### src/rtl/sm_warp_ibuffer.sv
// Per-warp FWFT instruction buffer between decode and issue; issue read is combinational, pop/push land next edge.
// Writes to a full or flushing warp are dropped (avail_o is the decoder's credit); SM_IBUF_BYPASS_EN enables same-cycle decode-to-issue bypass.
module sm_warp_ibuffer #(
    parameter int NUM_WARP   = 8,
    parameter int DEPTH      = 4,
    parameter int DATA_WIDTH = 136,
    parameter int WID_W      = $clog2(NUM_WARP),
    parameter int CNT_W      = $clog2(DEPTH) + 1
) (
    input  logic                      clk,
    input  logic                      rst,
    input  logic                      wr_valid_i,
    input  logic [WID_W-1:0]          wr_wid_i,
    input  logic [DATA_WIDTH-1:0]     wr_data_i,
    input  logic [NUM_WARP-1:0]       issue_oh_i,
    input  logic                      flush_i,
    input  logic [WID_W-1:0]          flush_wid_i,
    output logic                      out_valid_o,
    output logic [WID_W-1:0]          out_wid_o,
    output logic [DATA_WIDTH-1:0]     out_data_o,
    output logic [NUM_WARP-1:0]       has_data_o,
    output logic [NUM_WARP-1:0]       avail_o,
    output logic [NUM_WARP*CNT_W-1:0] count_o,
    output logic                      ovf_err_o,
    output logic                      udf_err_o
);
    localparam int PTR_W = $clog2(DEPTH);

    logic [DATA_WIDTH-1:0] mem    [NUM_WARP][DEPTH];
    logic [PTR_W-1:0]      rd_ptr [NUM_WARP];
    logic [PTR_W-1:0]      wr_ptr [NUM_WARP];
    logic [CNT_W-1:0]      cnt    [NUM_WARP];
    logic                  ovf_err, udf_err;

    logic [WID_W-1:0] issue_wid;
    logic issue_any, issue_one, issue_flushed, issue_empty;
    logic wr_flushed, wr_full, bypass, push, pop;

    always_comb begin
        issue_wid = '0;
        for (int w = 0; w < NUM_WARP; w++) begin
            if (issue_oh_i[w]) issue_wid = WID_W'(w);
        end
    end

    assign issue_any     = |issue_oh_i;
    assign issue_one     = issue_any && ((issue_oh_i & (issue_oh_i - NUM_WARP'(1))) == '0);
    assign issue_flushed = flush_i && (flush_wid_i == issue_wid);
    assign issue_empty   = (cnt[issue_wid] == '0);
    assign wr_flushed    = flush_i && (flush_wid_i == wr_wid_i);
    assign wr_full       = (cnt[wr_wid_i] == CNT_W'(DEPTH));

`ifdef SM_IBUF_BYPASS_EN
    assign bypass = wr_valid_i && issue_one && !issue_flushed && issue_empty && (wr_wid_i == issue_wid);
`else
    assign bypass = 1'b0;
`endif

    assign pop  = issue_one && !issue_flushed && !issue_empty;
    assign push = wr_valid_i && !wr_flushed && !wr_full && !bypass;

    // Payload is gated to zero whenever nothing is issued.
    always_comb begin
        out_valid_o = pop || bypass;
        out_wid_o   = '0;
        out_data_o  = '0;
        if (bypass) begin
            out_wid_o  = issue_wid;
            out_data_o = wr_data_i;
        end else if (pop) begin
            out_wid_o  = issue_wid;
            out_data_o = mem[issue_wid][rd_ptr[issue_wid]];
        end
    end

    always_ff @(posedge clk) begin
        if (push) mem[wr_wid_i][wr_ptr[wr_wid_i]] <= wr_data_i;
    end

    always_ff @(posedge clk or posedge rst) begin
        if (rst) begin
            for (int w = 0; w < NUM_WARP; w++) begin
                rd_ptr[w] <= '0;
                wr_ptr[w] <= '0;
                cnt[w]    <= '0;
            end
            ovf_err <= 1'b0;
            udf_err <= 1'b0;
        end else begin
            for (int w = 0; w < NUM_WARP; w++) begin
                if (flush_i && (flush_wid_i == WID_W'(w))) begin
                    rd_ptr[w] <= '0;
                    wr_ptr[w] <= '0;
                    cnt[w]    <= '0;
                end else begin
                    if (push && (wr_wid_i == WID_W'(w))) wr_ptr[w] <= wr_ptr[w] + PTR_W'(1);
                    if (pop && (issue_wid == WID_W'(w))) rd_ptr[w] <= rd_ptr[w] + PTR_W'(1);
                    cnt[w] <= cnt[w] + CNT_W'(push && (wr_wid_i == WID_W'(w)))
                                     - CNT_W'(pop && (issue_wid == WID_W'(w)));
                end
            end
            if (wr_valid_i && !wr_flushed && !bypass && wr_full) ovf_err <= 1'b1;
            // Issue to a flushed warp is a legal no-op, not an underflow.
            if (issue_any && (!issue_one || (!issue_flushed && !pop && !bypass))) udf_err <= 1'b1;
        end
    end

    always_comb begin
        for (int w = 0; w < NUM_WARP; w++) begin
            has_data_o[w]               = (cnt[w] != '0);
            avail_o[w]                  = (cnt[w] != CNT_W'(DEPTH));
            count_o[w*CNT_W +: CNT_W]   = cnt[w];
        end
    end

    assign ovf_err_o = ovf_err;
    assign udf_err_o = udf_err;
endmodule
### config.mk
export PLATFORM = sky130hd
export DESIGN_NAME = sm_warp_ibuffer
export DESIGN_NICKNAME = d
export VERILOG_FILES = /design/src/rtl/sm_warp_ibuffer.sv
export SDC_FILE = /design/constraint.sdc
export NUM_CORES = 2
export LEC_CHECK = 0
export CORE_UTILIZATION = 30
export CTS_CLUSTER_SIZE = 16
export DETAILED_ROUTE_END_ITERATION = 7
export HOLD_SLACK_MARGIN = 0.02
export PLACE_DENSITY = 0.44
export REMOVE_ABC_BUFFERS = 1
export SLEW_MARGIN = 40
export SYNTH_ARGS = -nofsm -noshare
export SYNTH_HDL_FRONTEND = slang
export SYNTH_MEMORY_MAX_BITS = 65536
export SYNTH_SLANG_ARGS = --single-unit
### constraint.sdc
create_clock -name clk -period 23.6 [get_ports clk]
set_input_delay 7.08 -clock clk [delete_from_list [all_inputs] [get_ports clk]]
set_output_delay 7.08 -clock clk [all_outputs]
set_load 0.01 [all_outputs]
==> reports/qor.json <==
{
  "detailed_routing": {
    "route.detailed.wl_per_inst_um": 31.1,
    "wirelength_um": 584000,
    "first_pass_iters": 5,
    "remaining_drc_errors": 0,
    "drt_iter0_markers": 9929,
    "drt.antenna.violating_nets": 0,
    "routed_via_density": 5.51,
    "routed-via-count": 103000
  },
  "critical_path": {
    "worstSetupStartpoint": "issue_oh_i[5]",
    "cp-endpoint": "out_data_o[20]",
    "rr_endpoint": "mem[6][155]$_DFFE_PP_",
    "cp_num_cells": 13,
    "crit_path_max_incr_delay_ns": 0.89,
    "worst-r2r-setup-slack_ns": 18.19,
    "crit_path_frequent_cell": "sky130_fd_sc_hd__buf_4",
    "crit_path_cell_trace": "clkdlybuf4s50_1 > nor4b_1 > o21ai_4 > buf_4 > buf_4 > buf_6 > buf_4 > o221ai_1 > a31oi_1 > or3_1 > o311ai_0 > a21oi_1 > clkdlybuf4s50_1",
    "critical_path_peak_fanout": 64,
    "criticalPathCategory": "input pin to output port",
    "worst_path_max_delay_cell": "sky130_fd_sc_hd__clkdlybuf4s50_1",
    "end_kind": "output port",
    "rr_worst_depth": 12,
    "r2r-start": "count_o[19]$_DFF_PP0_",
    "crit_arrival_ns": 13.27,
    "critical_path_data_required_time_ns": 16.52,
    "critical_path.n_buffers_inverters": 6,
    "path_delay_family": "buffers and inverters",
    "worstSetupStartpointType": "input pin"
  },
  "timing": {
    "setup_violations": 0,
    "timing.final.max_slew_violations": 0,
    "final_min_period_over_clock_period": 0.862,
    "grt_setup_unrepaired": "false",
    "timing.clock.skew_ns": 0.0703,
    "fmax_achieved_mhz": 49.1,
    "post-route-min-period_ns": 20.35,
    "finalHoldViolations": 0,
    "rel_slew_slack": 0.394,
    "hold_slack_ns": 0.480,
    "worst-slew-pin-transition_ns": 0.909
  },
  "clock_tree": {
    "clk-insertion-delay-late_ns": 1.06,
    "post_cts_resized": 0,
    "cts.sinks": 4410,
    "number_of_clock_buffers_inserted_by_tritoncts": 464,
    "postCtsSetupRepairBufs": 0,
    "ctsLongestPathBuffers": 4,
    "clock_tree_from_tritoncts": "yes",
    "clock_root_cell": "sky130_fd_sc_hd__clkbuf_16",
    "cts_h_tree_lvls": 5,
    "cts-hold-fix-buffers": 0,
    "clock_slew_at_the_register_clock_pins_of_the_worst_setup_and_hold_paths_ns": 0.06
  },
  "synth": {
    "synthCells": 10700,
    "syn_area_um2": 167000,
    "asyncSetResetFlopFracSynth": 0.0132,
    "synth_sequential_area_ratio": 0.790,
    "number_of_synthesized_flops_with_an_enable_pin": 4352,
    "ys_ff_latch": 4410,
    "yosysWarnings": 0,
    "synthesis.area_per_instance_um2": 15.6,
    "netlist-cell-type-count": 63,
    "dominantRegCellSynth": "sky130_fd_sc_hd__edfxtp_1"
  },
  "floorplanning": {
    "fp.dieArea_um2": 561000,
    "pin_count": 336,
    "number_of_placement_rows": 273,
    "floorplan.die.width_um": 749,
    "floorplan.die.height_um": 749,
    "core-area_um2": 554000,
    "floorplan.initialDensity": 0.302
  },
  "job": {
    "maxCapViolations": 0
  },
  "placed_design": {
    "postPlaceCellArea_um2": 180000,
    "port_buffers": 335,
    "dp_hpwl_um": 281000,
    "globalplace.congestion": 0.747
  },
  "power_and_ir_drop": {
    "power.clock.fraction": 0.408,
    "internal_power_mw": 13.2,
    "swShare": 0.240,
    "worst_ir_drop_vdd_mv": 0.0667,
    "power.density_cell_area_nw_per_um2": 89.0,
    "total_leakage_power_nw": 59.9,
    "power.net_switching_mw": 4.16,
    "sequentialPowerShare": 0.514,
    "power.share.combinational": 0.078
  },
  "layout": {
    "final_layout_size_suffix_gt1_frac": 0.101,
    "syn2layout_area_growth_pct": 16.5,
    "finish.instance_area_um2": 195000,
    "final_nets": 11100,
    "final_core_area_utilization": 0.352
  },
  "global_routing": {
    "grt_pass1_vias": 105000,
    "grt_start_max_net_pins": 150,
    "antenna_found_initial": 86,
    "global_route_wire_length_before_repair_um": 819000,
    "grt_remaining_overflow": 0,
    "grt.total_usage": 0.202
  },
  "worst_hold_path": {
    "hp-class": "flop to flop",
    "hold_path.startpoint": "rd_ptr[6]$_DFFE_PP0P_"
  },
  "status": {
    "run_status": "finished, final reports clean"
  }
}
-- metal layers --
metal,share of wire,vias to the layer above,GRT usage
met1,0.42,55200,0.267
met2,0.49,3584,0.345
met3,0.060,919,0.0319
li1,-,43700,-
met4,0.027,34,0.0511
met5,0.00036,-,0
-- power groups by stage --
stage / clock (mW) / combinational, mW / sequential [mW]
2_1_floorplan: 0 / 1.04 / 9.09
3_3_place_gp: 0 / 1.33 / 9.08
3_5_place_dp: 0 / 1.37 / 9.08
4_1_cts: 7.21 / 1.37 / 8.92
5_1_grt: 7.49 / 1.45 / 8.93
6_report: 7.07 / 1.36 / 8.91
-- through the flow --
step | setup TNS (ns) | worst slack, ns | power, mW | cells
after global placement | 0 | 2.88 | 10.4 | 17800
after floorplan | -9251.88 | -53.68 | 10.1 | 9853
final | 0 | 3.25 | 17.3 | 18800
after global routing | 0 | 2.81 | 17.9 | 18700
after detailed placement | 0 | 3.06 | 10.4 | 17900
after CTS | 0 | 3.03 | 17.5 | 18700
-- cells in the final DEF, fill, tap and decap left out, types with 58 or more instances in the layout --
cell type,synthesis,final
sky130_fd_sc_hd__clkdlybuf4s50_1,0,197
sky130_fd_sc_hd__o311ai_0,267,253
sky130_fd_sc_hd__o221ai_1,1090,1090
sky130_fd_sc_hd__nand2_1,2229,2229
sky130_fd_sc_hd__a21oi_1,156,139
sky130_fd_sc_hd__buf_2,32,138
sky130_fd_sc_hd__or3_1,289,288
sky130_fd_sc_hd__clkinv_1,0,121
sky130_fd_sc_hd__clkbuf_1,724,95
sky130_fd_sc_hd__buf_6,2,69
sky130_fd_sc_hd__edfxtp_1,4352,4352
sky130_fd_sc_hd__clkinv_2,0,93
sky130_fd_sc_hd__clkbuf_16,0,471
sky130_fd_sc_hd__buf_4,0,118
sky130_fd_sc_hd__a31oi_1,1100,1100
sky130_fd_sc_hd__dfrtp_1,58,58
-- registers in the layout, indices dropped and copies added, names as in the netlist --
signal and cells:
ovf_err_o 1, udf_err_o 1, count_o 24, wr_ptr 16, mem 4352, rd_ptr 16
-- worst min path at each step --
| stage | depth (start not counted) | end | slack [ns] |
|---|---|---|---|
| 2_1_floorplan | 1 | rd_ptr[7]$_DFFE_PP0P_ | 0.44 |
| 3_3_place_gp | 1 | ovf_err_o$_DFFE_PP0P_ | 0.47 |
| 3_5_place_dp | 1 | ovf_err_o$_DFFE_PP0P_ | 0.47 |
| 4_1_cts | 1 | rd_ptr[6]$_DFFE_PP0P_ | 0.48 |
| 5_1_grt | 1 | ovf_err_o$_DFFE_PP0P_ | 0.52 |
| 6_report | 1 | rd_ptr[6]$_DFFE_PP0P_ | 0.48 |
-- synth_stat cells (5+ instances only) --
master	n	area share
sky130_fd_sc_hd__ha_1	16	0.0012
sky130_fd_sc_hd__nand2b_1	5	0.00019
sky130_fd_sc_hd__buf_1	91	0.0020
sky130_fd_sc_hd__o311ai_1	5	0.00026
sky130_fd_sc_hd__or4_1	6	0.00027
sky130_fd_sc_hd__edfxtp_1	4352	0.78
sky130_fd_sc_hd__inv_1	25	0.00056
sky130_fd_sc_hd__o221ai_1	1090	0.057
sky130_fd_sc_hd__a21oi_1	156	0.0047
sky130_fd_sc_hd__or3_1	289	0.011
sky130_fd_sc_hd__o21ai_0	12	0.00036
sky130_fd_sc_hd__buf_2	32	0.00096
sky130_fd_sc_hd__clkbuf_1	724	0.016
sky130_fd_sc_hd__nand3_1	5	0.00015
sky130_fd_sc_hd__mux2i_1	8	0.00048
sky130_fd_sc_hd__a31oi_1	1100	0.041
sky130_fd_sc_hd__fa_1	8	0.00096
sky130_fd_sc_hd__nor2_1	89	0.0020
sky130_fd_sc_hd__mux4_2	5	0.00067
sky130_fd_sc_hd__nand2_1	2229	0.050
sky130_fd_sc_hd__dfrtp_1	58	0.0087
sky130_fd_sc_hd__nor3_1	21	0.00063
sky130_fd_sc_hd__xnor2_1	15	0.00079
sky130_fd_sc_hd__nor2b_1	10	0.00037
sky130_fd_sc_hd__xor2_1	17	0.00089
sky130_fd_sc_hd__o311ai_0	267	0.014
sky130_fd_sc_hd__o31ai_1	10	0.00045
-- logic make-up (layout without fill, tap and decap cells) --
logic type,after synthesis,after routing,synth area share
flops,4410,4410,0.790
simple gates,2680,2680,0.0656
compound gates,2666,2666,0.119
buf+inv,875,1492,0.0200
xor+xnor,32,32,0.00168
fa+ha+maj,24,24,0.00215
mux,15,15,0.00129
other cells,0,24,0
-- cell type report --
class	instances	area (µm²)
clock buffers	566	12100
clock inverters	278	2330
fillers	52700	359000
diodes	24	60.1
flip-flops and latches	4410	132000
multi-input cells	5417	32300
repair buffers	622	6520
well taps	7425	9290
inverters	26	97.6
Power figures use the tool's default switching activity.
